**config.mk**
```make
export PLATFORM = sky130hd
export DESIGN_NAME = traffic_light_nway
export DESIGN_NICKNAME = d
export VERILOG_FILES = /design/src/rtl/traffic_pkg.sv /design/src/rtl/tl_rr_pick.sv /design/src/rtl/traffic_light_nway.sv
export SDC_FILE = /design/constraint.sdc
export NUM_CORES = 1
export LEC_CHECK = 0
export ABC_CLOCK_PERIOD_IN_PS = 2800
export CORE_ASPECT_RATIO = 0.75
export CORE_MARGIN = 2
export CORE_UTILIZATION = 45
export CTS_CLUSTER_DIAMETER = 40
export DETAILED_ROUTE_END_ITERATION = 12
export PLACE_DENSITY = 0.76
export SETUP_SLACK_MARGIN = 0.05
export SYNTH_ARGS = -nofsm -noshare
export SYNTH_HDL_FRONTEND = slang
export SYNTH_HIERARCHICAL = 1
export SYNTH_SLANG_ARGS = --single-unit
```
**constraint.sdc**
```tcl
create_clock -name clk -period 2.8 [get_ports clk]
set_input_delay 0.56 -clock clk [delete_from_list [all_inputs] [get_ports clk]]
set_output_delay 0.56 -clock clk [all_outputs]
set_load 0.02 [all_outputs]
```
**src/rtl/traffic_pkg.sv**
```systemverilog
// Shared encodings for the N-way traffic light: phase codes, FSM states, per-road light patterns.
package traffic_pkg;

  localparam logic [1:0] PH_GREEN  = 2'd0;
  localparam logic [1:0] PH_YELLOW = 2'd1;
  localparam logic [1:0] PH_ALLRED = 2'd2;
  localparam logic [1:0] PH_FLASH  = 2'd3;

  // State codes double as the externally visible phase value.
  typedef enum logic [1:0] {
    ST_GREEN  = PH_GREEN,
    ST_YELLOW = PH_YELLOW,
    ST_ALLRED = PH_ALLRED,
    ST_FLASH  = PH_FLASH
  } state_t;

  localparam logic [2:0] RED    = 3'b100;
  localparam logic [2:0] YELLOW = 3'b010;
  localparam logic [2:0] GREEN  = 3'b001;
  localparam logic [2:0] OFF    = 3'b000;

  function automatic int timer_width(int a, int b, int c, int d);
    int m;
    int w;
    m = a;
    if (b > m) m = b;
    if (c > m) m = c;
    if (d > m) m = d;
    w = $clog2(m);
    return (w < 1) ? 1 : w;
  endfunction

endpackage

```
**src/rtl/tl_rr_pick.sv**
```systemverilog
// Combinational round-robin pick: first requesting road after cur (cur itself last),
// falling back to cur+1 when nobody is asking.
module tl_rr_pick #(
  parameter int N_ROADS = 4
) (
  input  logic [N_ROADS-1:0]         req,
  input  logic [$clog2(N_ROADS)-1:0] cur,
  output logic [$clog2(N_ROADS)-1:0] nxt
);

  localparam int RW = $clog2(N_ROADS);

  logic [RW-1:0] idx;
  logic          found;

  always_comb begin
    nxt   = (cur == RW'(N_ROADS - 1)) ? '0 : cur + RW'(1);
    found = 1'b0;
    idx   = '0;
    for (int i = 1; i <= N_ROADS; i++) begin
      idx = RW'((int'(cur) + i) % N_ROADS);
      if (!found && req[idx]) begin
        nxt   = idx;
        found = 1'b1;
      end
    end
  end

endmodule

```
**src/rtl/traffic_light_nway.sv**
```systemverilog
// N-way traffic light controller: GREEN/YELLOW/ALLRED rotation with demand-driven road pick,
// plus a flashing-yellow mode; all outputs are Moore decodes of registered state.
module traffic_light_nway
  import traffic_pkg::*;
#(
  parameter int N_ROADS  = 4,
  parameter int T_GREEN  = 8,
  parameter int T_YELLOW = 3,
  parameter int T_ALLRED = 2,
  parameter int T_FLASH  = 4
) (
  input  logic                       clk,
  input  logic                       rst,
  input  logic                       switch,
  input  logic [N_ROADS-1:0]         req,
  output logic [3*N_ROADS-1:0]       lights,
  output logic [$clog2(N_ROADS)-1:0] active_road,
  output logic [1:0]                 phase
);

  localparam int RW = $clog2(N_ROADS);
  localparam int TW = timer_width(T_GREEN, T_YELLOW, T_ALLRED, T_FLASH);

  state_t        state_q, state_d;
  logic [RW-1:0] road_q, road_d;
  logic [TW-1:0] timer_q, timer_d;
  logic          toggle_q, toggle_d;
  logic [RW-1:0] rr_next;

  tl_rr_pick #(.N_ROADS(N_ROADS)) u_rr_pick (
    .req (req),
    .cur (road_q),
    .nxt (rr_next)
  );

  always_comb begin
    state_d  = state_q;
    road_d   = road_q;
    toggle_d = toggle_q;
    timer_d  = (timer_q == '0) ? '0 : timer_q - TW'(1);
    if (!switch && state_q != ST_FLASH) begin
      state_d  = ST_FLASH;
      toggle_d = 1'b1;
      timer_d  = TW'(T_FLASH - 1);
    end else begin
      case (state_q)
        ST_GREEN: if (timer_q == '0) begin
          state_d = ST_YELLOW;
          timer_d = TW'(T_YELLOW - 1);
        end
        ST_YELLOW: if (timer_q == '0) begin
          state_d = ST_ALLRED;
          timer_d = TW'(T_ALLRED - 1);
        end
        ST_ALLRED: if (timer_q == '0) begin
          state_d = ST_GREEN;
          road_d  = rr_next;
          timer_d = TW'(T_GREEN - 1);
        end
        ST_FLASH: begin
          // Leaving flash parks on the last road so the first green goes through the pick.
          if (switch) begin
            state_d = ST_ALLRED;
            road_d  = RW'(N_ROADS - 1);
            timer_d = TW'(T_ALLRED - 1);
          end else if (timer_q == '0) begin
            toggle_d = ~toggle_q;
            timer_d  = TW'(T_FLASH - 1);
          end
        end
        default: begin
          state_d = ST_ALLRED;
          timer_d = TW'(T_ALLRED - 1);
        end
      endcase
    end
  end

  always_ff @(posedge clk or posedge rst) begin
    if (rst) begin
      state_q  <= ST_ALLRED;
      road_q   <= RW'(N_ROADS - 1);
      timer_q  <= TW'(T_ALLRED - 1);
      toggle_q <= 1'b1;
    end else begin
      state_q  <= state_d;
      road_q   <= road_d;
      timer_q  <= timer_d;
      toggle_q <= toggle_d;
    end
  end

  assign phase       = state_q;
  assign active_road = road_q;

  always_comb begin
    lights = '0;
    for (int k = 0; k < N_ROADS; k++) begin
      case (state_q)
        ST_GREEN:  lights[3*k +: 3] = (road_q == RW'(k)) ? GREEN : RED;
        ST_YELLOW: lights[3*k +: 3] = (road_q == RW'(k)) ? YELLOW : RED;
        ST_FLASH:  lights[3*k +: 3] = toggle_q ? YELLOW : OFF;
        default:   lights[3*k +: 3] = RED;
      endcase
    end
  end

endmodule

```
### Yosys cells after proc, flatten, opt, wreduce, memory -nomap -nowiden

Cells that the tools add are included.

| storage, ports and cells | value |
|---|---|
| output and inout bits | 16 |
| register bits after elaboration | 8 |
| word-level logic and storage cells | 96 |
| input port bits | 7 |

| cells by class | value |
|---|---|
| add/sub/neg operators | 6 |
| $lt $le $gt $ge | 4 |
| bitwise operators | 2 |
| muxes and demuxes | 49 |
| eq/ne operators | 14 |
| reduce and logical (&&, ||, !) cells | 17 |

Operators by type and width:

| operator | number |
|---|---|
| $mux 3 | 14 |
| $pmux 3 s3 | 4 |
| $mux 2 | 13 |
| $lt 2x3->1 const B | 4 |
| $ne 3x3->1 const B | 4 |
| $pmux 3 s4 | 1 |
| $mux 1 | 11 |
| $bmux 1 s2 | 4 |
| $eq 2x2->1 const B | 4 |
| $pmux 2 s4 | 1 |
| $reduce_and 4->1 | 2 |
| $add 2x1->2 const B | 3 |
| $ne 2x2->1 const B | 3 |
| $reduce_bool 2->1 | 3 |
| $add 2x2->2 const B | 2 |
| $eq 2x1->1 const B | 2 |
| $logic_and 1x1->1 | 4 |
| $logic_not 1->1 | 4 |
| $logic_not 2->1 | 2 |
| $pmux 2 s2 | 1 |
| $logic_not 3->1 | 1 |
| $reduce_and 3->1 | 1 |
| $sub 3x1->3 const B | 1 |
| $ne 2x1->1 const B | 1 |
| $not 1->1 | 2 |

### Longest topological paths before layout

| depth | value |
|---|---|
| word-level depth | 15 |
| mapped depth | 7 |
| mapped depth without buffers | 7 |

### By module

Netlist, hierarchy kept.

Modules (own cells, without submodules):

| module | area each (sq um) | cells an instance | seq. area each (sq um) | times used |
|---|---|---|---|---|
| traffic_light_nway | 609.3 | 74 | 206.4 | 1 |
| tl_rr_pick | 269.0 | 33 | 0.0 | 1 |

### Worst setup path after synthesis

Ideal clock, no wire load.

| timing path | value |
|---|---|
| path type | flip-flop to output port |
| from | reg road_q[0], in the netlist active_road[0] |
| to | out lights[3] |
| setup slack | 0.620 ns |
| required time | 2.240 ns |
| arrival | 1.620 ns |
| path buffers | 1 |
| stages on the path, launching flop included | 3 |
| cell sequence | dfstp_2 > clkbuf_1 > nor4b_1 |

| between the ends | value |
|---|---|
| longest elaborated chain between the ends | 3 |

Ends and longest elaborated chain:

| element | RTL line | source |
|---|---|---|
| start, declared | traffic_light_nway.sv:25 | `logic [RW-1:0] road_q, road_d;` |
| start signal, assigned | traffic_light_nway.sv:82 | `road_q <= RW'(N_ROADS - 1);` |
| start signal, assigned | traffic_light_nway.sv:87 | `road_q <= road_d;` |
| $eq 2x1->1 | traffic_light_nway.sv:100 | `ST_GREEN: lights[3*k +: 3] = (road_q == RW'(k)) ? GREEN : RED;` |
| $mux 3 | traffic_light_nway.sv:100 |  |
| $pmux 3 s3 | traffic_light_nway.sv:99 | `case (state_q)` |
| end, declared | traffic_light_nway.sv:16 | `output logic [3*N_ROADS-1:0] lights,` |

Every way passes these cells.

### Worst setup path after layout

| timing path | value |
|---|---|
| from | reg road_q[1], in the netlist active_road[1] |
| to | out lights[9] |

| between the ends | value |
|---|---|
| longest elaborated chain between the ends | 3 |

Ends and longest elaborated chain:

| element | RTL line |
|---|---|
| $eq 2x2->1 | traffic_light_nway.sv:100 |
| $mux 3 | traffic_light_nway.sv:100 |
| $pmux 3 s3 | traffic_light_nway.sv:99 |

Every way passes these cells.

==> flow_summary.html <==
<table>
<tr><th>Metric</th><th>Value</th></tr>
<tr><th colspan="2">Drt</th></tr>
<tr><td>Wire length on met1</td><td>between 1 and 1.5 mm</td></tr>
<tr><td>Detail-routed net length per standard cell</td><td>between 15 and 20 um</td></tr>
<tr><td>Met3 WL</td><td>roughly 170 um</td></tr>
<tr><td>Initial DRT Pass Iterations</td><td>4</td></tr>
<tr><td>Uppermost layer routed</td><td>met4</td></tr>
<tr><td>Via density per instance</td><td>approximately 6.0</td></tr>
<tr><td>Total number of vias</td><td>870</td></tr>
<tr><td>DR iter-0 viols</td><td>19</td></tr>
<tr><td>Post-detailed-route DRC marker count</td><td>0</td></tr>
<tr><td>Routed wire length on met2</td><td>approximately 980 um</td></tr>
<tr><td>Total detailed-routing wirelength</td><td>between 2 and 2.5 mm</td></tr>
<tr><td>Routed Antenna Nets</td><td>0</td></tr>
<tr><th colspan="2">Critical path</th></tr>
<tr><td>Worst R2R Start</td><td>active_road[0]</td></tr>
<tr><td>Worst path required time</td><td>between 2 and 2.5 ns</td></tr>
<tr><td>Kind of launch point of the worst setup path</td><td>register</td></tr>
<tr><td>Internal reg-to-reg setup slack</td><td>between 0.3 and 0.4 ns</td></tr>
<tr><td>Worst Reg-to-Reg Cells</td><td>7</td></tr>
<tr><td>Classification of the worst setup path</td><td>reg -&gt; out</td></tr>
<tr><td>Category of the worst setup path capture point</td><td>primary output</td></tr>
<tr><td>Arrival time at the worst endpoint</td><td>between 2 and 2.5 ns</td></tr>
<tr><td>Maximum fanout along the worst path</td><td>18</td></tr>
<tr><td>Destination of the worst register-to-register timing path</td><td>active_road[0]</td></tr>
<tr><th colspan="2">Power and ir drop</th></tr>
<tr><td>Power density over cell area</td><td>around 860 nW/um2</td></tr>
<tr><td>Internal power summed over all cells</td><td>0.0005273 W</td></tr>
<tr><td>Worst vdd ir</td><td>around 0.00054 V</td></tr>
<tr><td>Leakage</td><td>0.4185 nW</td></tr>
<tr><td>Combinational group share of total power</td><td>about three fifths</td></tr>
<tr><td>Switching pwr</td><td>roughly 0.00042 W</td></tr>
<tr><td>Switching portion of total power</td><td>between 40% and 50%</td></tr>
<tr><td>Seq pwr share</td><td>27.9%</td></tr>
<tr><td>Part of the power in the clock network</td><td>a little over a tenth</td></tr>
<tr><th colspan="2">Yosys</th></tr>
<tr><td>Synth warnings</td><td>6</td></tr>
<tr><td>Proportion of synthesized flip-flops having asynchronous set or reset</td><td>100.0%</td></tr>
<tr><td>Synth Cell Area</td><td>between 800 and 900 um2</td></tr>
<tr><td>Post-synth net total</td><td>between 100 and 150</td></tr>
<tr><td>Count of different cell masters after synthesis</td><td>between 40 and 50</td></tr>
<tr><td>EDFF count, synth</td><td>0</td></tr>
<tr><td>Seq cells post-synth</td><td>8</td></tr>
<tr><td>Most frequently used flop master after synthesis</td><td>sky130_fd_sc_hd__dfstp_2</td></tr>
<tr><td>Share of the yosys chip area belonging to registers</td><td>between 20% and 30%</td></tr>
<tr><td>Average footprint of a synthesized cell</td><td>slightly above 8 um2</td></tr>
<tr><td>Number of instances in the synthesized netlist</td><td>around 110</td></tr>
<tr><th colspan="2">Run status</th></tr>
<tr><td>Result of the run</td><td>finished clean</td></tr>
<tr><th colspan="2">STA</th></tr>
<tr><td>Post-Route Skew</td><td>between 0.009 and 0.01 ns</td></tr>
<tr><td>Final Slew Violations</td><td>0</td></tr>
<tr><td>Max transition margin</td><td>roughly three fifths</td></tr>
<tr><td>Number of setup violations in the final report</td><td>0</td></tr>
<tr><td>Worst Tran Pin Value</td><td>0.5963 ns</td></tr>
<tr><td>Final period utilization</td><td>between 90% and 100%</td></tr>
<tr><td>Smallest hold slack</td><td>between 0.5 and 0.6 ns</td></tr>
<tr><td>Final sum of negative setup slack</td><td>0 ns</td></tr>
<tr><td>Hold Vio Cnt, Final</td><td>0</td></tr>
<tr><td>Setup repair after global routing missed its margin</td><td>no</td></tr>
<tr><td>Final min period</td><td>around 2.6 ns</td></tr>
<tr><td>Maximum frequency from static timing analysis</td><td>~380 MHz</td></tr>
<tr><th colspan="2">Layout</th></tr>
<tr><td>Most common cell after layout, fill and taps aside</td><td>sky130_fd_sc_hd__clkdlybuf4s50_1</td></tr>
<tr><td>Count of nets after finishing</td><td>135</td></tr>
<tr><td>Fraction of layout instances using a drive strength above 1</td><td>between 10% and 20%</td></tr>
<tr><td>Number of antenna cells inserted</td><td>0</td></tr>
<tr><td>Layout overhead on the synthesized area</td><td>25.07%</td></tr>
<tr><td>Area of combinational cells with multiple inputs</td><td>584.3 um2</td></tr>
<tr><td>Number of inserted filler cells in the final layout</td><td>roughly 160</td></tr>
<tr><td>Most frequent cells in the layout</td><td>sky130_fd_sc_hd__clkdlybuf4s50_1 (22), sky130_fd_sc_hd__a21oi_1 (8), sky130_fd_sc_hd__nor2_1 (7), sky130_fd_sc_hd__nand2b_1 (6)</td></tr>
<tr><td>Seq. cell area</td><td>around 210 um2</td></tr>
<tr><th colspan="2">Die</th></tr>
<tr><td>Core Rows</td><td>13</td></tr>
<tr><td>Placeable core area</td><td>1789 um2</td></tr>
<tr><td>Die boundary height</td><td>~42 um</td></tr>
<tr><td>Die ar.</td><td>roughly 2300 um2</td></tr>
<tr><td>Horizontal extent of the die</td><td>between 50 and 60 um</td></tr>
<tr><td>Count of boundary I/O pins</td><td>23</td></tr>
<tr><td>Initial cell density of the core</td><td>roughly half</td></tr>
<tr><th colspan="2">Clock tree</th></tr>
<tr><td>Clk_lat worst skew</td><td>0.27 ns</td></tr>
<tr><td>H-tree depth</td><td>1</td></tr>
<tr><td>Clock sink count</td><td>8</td></tr>
<tr><td>Clock slew at the register clock pins of the worst setup and hold paths</td><td>~0.060 ns</td></tr>
<tr><td>Root buf cell</td><td>sky130_fd_sc_hd__clkbuf_4</td></tr>
<tr><td>Post-CTS setup-driven buffer insertion count</td><td>0</td></tr>
<tr><td>Clock Tree Buf Depth</td><td>2</td></tr>
<tr><td>Quantity of hold-fixing buffers added after cts</td><td>0</td></tr>
<tr><td>CTS buffer count</td><td>3</td></tr>
<tr><td>CTS tree</td><td>built</td></tr>
<tr><td>Post-CTS Resized</td><td>0</td></tr>
<tr><th colspan="2">Placed design</th></tr>
<tr><td>Count of buffers inserted at the top-level ports</td><td>22</td></tr>
<tr><td>Gp weighted congestion</td><td>around 0.92</td></tr>
<tr><td>DP HPWL</td><td>between 1.5 and 2 mm</td></tr>
<tr><th colspan="2">Global routing</th></tr>
<tr><td>Wire length of the first global-routing pass</td><td>3.691 mm</td></tr>
<tr><td>Vias in the first global route</td><td>between 800 and 900</td></tr>
<tr><td>GR Util All Layers</td><td>21.98%</td></tr>
<tr><td>GR Overflow Total</td><td>0</td></tr>
<tr><td>Initial antenna violation count</td><td>0</td></tr>
<tr><td>Largest net degree at the start of global routing</td><td>21</td></tr>
<tr><th colspan="2">Worst hold path</th></tr>
<tr><td>Worst hold path class</td><td>in -&gt; async</td></tr>
<tr><th colspan="2">Run</th></tr>
<tr><td>Number of max-cap violations</td><td>0</td></tr>
</table>
[power groups by stage]
stage | clock (W) | sequential (W) | combinational, W
2_1_floorplan | 0 | 0.000232 | 0.000445
5_1_grt | 0.000116 | 0.000275 | 0.000635
3_5_place_dp | 0 | 0.000264 | 0.000576
6_report | 0.000102 | 0.000265 | 0.000581
3_3_place_gp | 0 | 0.000260 | 0.000564
4_1_cts | 0.000102 | 0.000262 | 0.000580
[registers in the layout, indices dropped and copies added, names as in the netlist]
name	flops
timer_q	3
active_road	2
toggle_q	1
phase	2
[worst max-delay path, cell delays in order, from the launching register on]
cell	delay, ns
sky130_fd_sc_hd__dfstp_2	0.72
sky130_fd_sc_hd__inv_1	0.11
sky130_fd_sc_hd__nor4b_1	0.30
sky130_fd_sc_hd__clkdlybuf4s50_1	0.67
[worst max path at each step]
stage	end	slack, ns	start	cells after the start
floorplan	lights[3]	0.62	active_road[0]	2
global placement	active_road[0]	0.28	req[2]	7
detailed placement	active_road[0]	0.19	req[0]	7
CTS	lights[4]	0.18	active_road[0]	3
global route	lights[9]	0.08	active_road[1]	3
finish	lights[9]	0.18	active_road[1]	3
[per-stage QoR]
stage | instance area [um2] | std cells | util (%) | setup WS [ns] | total power [W]
2_1_floorplan | 878.3 | 107 | - | 0.6196 | 0.0006772
3_3_place_gp | 1072 | 142 | 59.93 | 0.2846 | 0.0008239
3_5_place_dp | 1072 | 142 | 59.93 | 0.1900 | 0.0008400
4_1_cts | 1099 | 146 | 61.40 | 0.1806 | 0.0009437
5_1_grt | 1099 | 146 | 61.40 | 0.07850 | 0.001026
6_report | 1099 | 146 | 61.40 | 0.1790 | 0.0009485
[cell type report]
cell class | instances | area share, %
tap | 22 | 2.506
multi-input combinational | 83 | 53.19
inverter | 5 | 1.708
clock buffer | 4 | 2.392
sequential | 8 | 18.79
timing repair buffer | 24 | 21.41
[cell usage after synthesis, types with 2 or more instances]
cell type	number	share of area, %
sky130_fd_sc_hd__nand3_1	5	2.8
sky130_fd_sc_hd__inv_1	4	1.7
sky130_fd_sc_hd__a211oi_1	2	1.7
sky130_fd_sc_hd__ha_1	3	4.3
sky130_fd_sc_hd__buf_6	2	2.6
sky130_fd_sc_hd__nor4_1	3	2.1
sky130_fd_sc_hd__nand2_1	4	1.7
sky130_fd_sc_hd__o21a_1	4	3.4
sky130_fd_sc_hd__o21ai_0	2	1.1
sky130_fd_sc_hd__nor3b_1	5	4.3
sky130_fd_sc_hd__and2_1	2	1.4
sky130_fd_sc_hd__buf_2	7	4.0
sky130_fd_sc_hd__nor2b_1	2	1.4
sky130_fd_sc_hd__mux4_2	2	5.1
sky130_fd_sc_hd__o31ai_1	2	1.7
sky130_fd_sc_hd__nor3_1	5	2.8
sky130_fd_sc_hd__dfstp_2	5	15
sky130_fd_sc_hd__nor4b_1	2	2.0
sky130_fd_sc_hd__nor2_1	7	3.0
sky130_fd_sc_hd__dfrtp_1	3	8.5
sky130_fd_sc_hd__nand2b_1	6	4.3
sky130_fd_sc_hd__a21oi_1	8	4.6
[cells by family (layout without fill, tap and decap cells)]
logic type / after synthesis / after routing / share of synthesized area (%)
AND/OR/NAND/NOR: 47 / 47 / 31.06
adder cells (fa/ha/maj): 3 / 3 / 4.274
AO/OA/AOI/OAI: 29 / 29 / 23.36
multiplexers: 3 / 3 / 6.837
flip-flops: 8 / 8 / 23.50
buffers and inverters: 16 / 33 / 9.970
XOR/XNOR: 1 / 1 / 0.9973
[routing by layer]
| layer | vias to the layer above | GRT usage [%] |
|---|---|---|
| li1 | 426 | - |
| met5 | - | 0 |
| met2 | 35 | 33.33 |
| met3 | 5 | 8.929 |
| met1 | 404 | 27.83 |
| met4 | 0 | 7.317 |
Power figures use the tool's default switching activity.
==> variant (same flow settings) <==
The parameter `T_FLASH` goes from 4 to 2.
--- a/src/rtl/traffic_light_nway.sv
+++ b/src/rtl/traffic_light_nway.sv
@@ -7,7 +7,7 @@
   parameter int T_GREEN  = 8,
   parameter int T_YELLOW = 3,
   parameter int T_ALLRED = 2,
-  parameter int T_FLASH  = 4
+  parameter int T_FLASH  = 2
 ) (
   input  logic                       clk,
   input  logic                       rst,
Check against the original RTL: not equivalent (a bounded check fails within 4 cycles, from zero or initial values and one cycle with rst high).
==> variant against the original RTL <==
  * Total power rose by 16%
  * Design area down 6.4%
  * Synthesized cell count down 11%
  * Area after synthesis decreased by 9.5%
  * Worst hold slack gained 23 ps
  * Sequential cell count stayed put
  * Wire length is 18% lower
  * Register-to-register slack improved by 150 ps
  * Worst setup slack improved by 89 ps
  * Sequential share of layout area is 1.3 points higher
  * Via count fell by 11%
  * Critical endpoint is now lights[7]
==> variant: results (changes against the original RTL) <==
| Metric | Value |
|---|---|
| CP top delay family | `flip-flops` |
| Maximum number of pins on one net before global-route repair | `25 (+19%)` |
| Core utilization of the finished layout | `60.8% (-0.60 points)` |
| Global-route wire length before repair | `2920 microns (-21%)` |
| Gr usage total | `18.7% (-3.3 points)` |
| Vias after detailed routing | `775 (-11%)` |
| Static power due to leakage | `0.000384 uW (-8.2%)` |
| Nets in the synthesized netlist | `103 (-12%)` |
| PortBufs | `22 (unchanged)` |
| Clock tree skew after final layout | `6.64 ps (-2.84 ps)` |
| Layout filler cell count | `156 (-0.64%)` |
| Share of final-layout standard cells stronger than drive strength 1 | `13.2% (-0.55 points)` |
| Count of nets after finishing | `123 (-8.9%)` |
| Maximum VDD drop | `0.000591 V (+9.1%)` |
| DR DRC count | `0 (unchanged)` |
| Synth area leaders | `sky130_fd_sc_hd__dfstp_2 17%, sky130_fd_sc_hd__dfrtp_1 9.4%, sky130_fd_sc_hd__a21oi_1 6.3%, sky130_fd_sc_hd__mux4_2 5.7%, sky130_fd_sc_hd__nand2b_1 3.9%` |
| Distinct cells, synth | `41 (-6.8%)` |
| Via count of the first global-routing pass | `655 (-19%)` |
| Worst path arrival time | `1970 ps (-90 ps)` |
| Starting DRT DRC Count | `23 (+4)` |
| Hold slack | `551 ps (+23.4 ps)` |
| Crit Path Max Fanout | `20 (+2)` |
| Worst Max-Slew Pin Slew | `397 ps (-199 ps)` |
| Avg WL per Cell | `13.2 microns (-12%)` |
| Register area share after synthesis | `26.0% (+2.5 points)` |
| Area growth, synth to finish | `29.4%` |
| Worst reg-to-reg path cell count | `6 (-1)` |
| Outcome | `finished clean` |
==> variant: kinds of logic (layout without fill, tap and decap cells) <==
family	Yosys count	count (layout)	share of synthesized area, %
flip-flops	8	8	26.0
AND/OR/NAND/NOR	40	40	29.8
adder cells (fa/ha/maj)	1	1	1.57
AO/OA/AOI/OAI	31	31	26.5
multiplexers	3	3	7.56
buffers and inverters	10	29	6.46
XOR/XNOR	2	2	2.21
==> variant: report_power, final <==
group | switching (uW) | internal [uW] | leakage (uW)
Combinational | 329 | 359 | 0.000278
Clock | 39.7 | 54.5 | 0.0000150
Sequential | 134 | 183 | 0.0000912
Total | 503 | 596 | 0.000384
==> variant: cell type report <==
type | instances | share of cell area, %
clock buffer | 4 | 2.55
timing repair buffer | 22 | 21.4
multi-input combinational | 77 | 52.2
tap | 22 | 2.68
sequential | 8 | 20.1
inverter | 3 | 1.09
==> variant: per-stage QoR <==
stage / setup slack, ps / area, sq um / instances
6_report: 268 / 1030 / 136
3_5_place_dp: 317 / 1000 / 132
5_1_grt: 121 / 1030 / 136
4_1_cts: 254 / 1030 / 136
2_1_floorplan: 684 / 795 / 95
3_3_place_gp: 374 / 1000 / 132
==> variant: per-layer routing <==
metal	global-route usage, %	up-vias	wire, microns
met5	0	-	0
met4	5.13	0	0
met3	3.73	0	52
met2	30.0	10	815
met1	26.0	370	933
li1	-	395	-
==> variant: final timing paths <==
check	from	endpoint
worst max-delay path	active_road[1]	lights[7]
worst min-delay path	rst	phase[0]
worst max register to register	active_road[0]	active_road[0]
worst min register to register	toggle_q	toggle_q
max in group asynchronous	rst	phase[1]
min in group clk	toggle_q	toggle_q
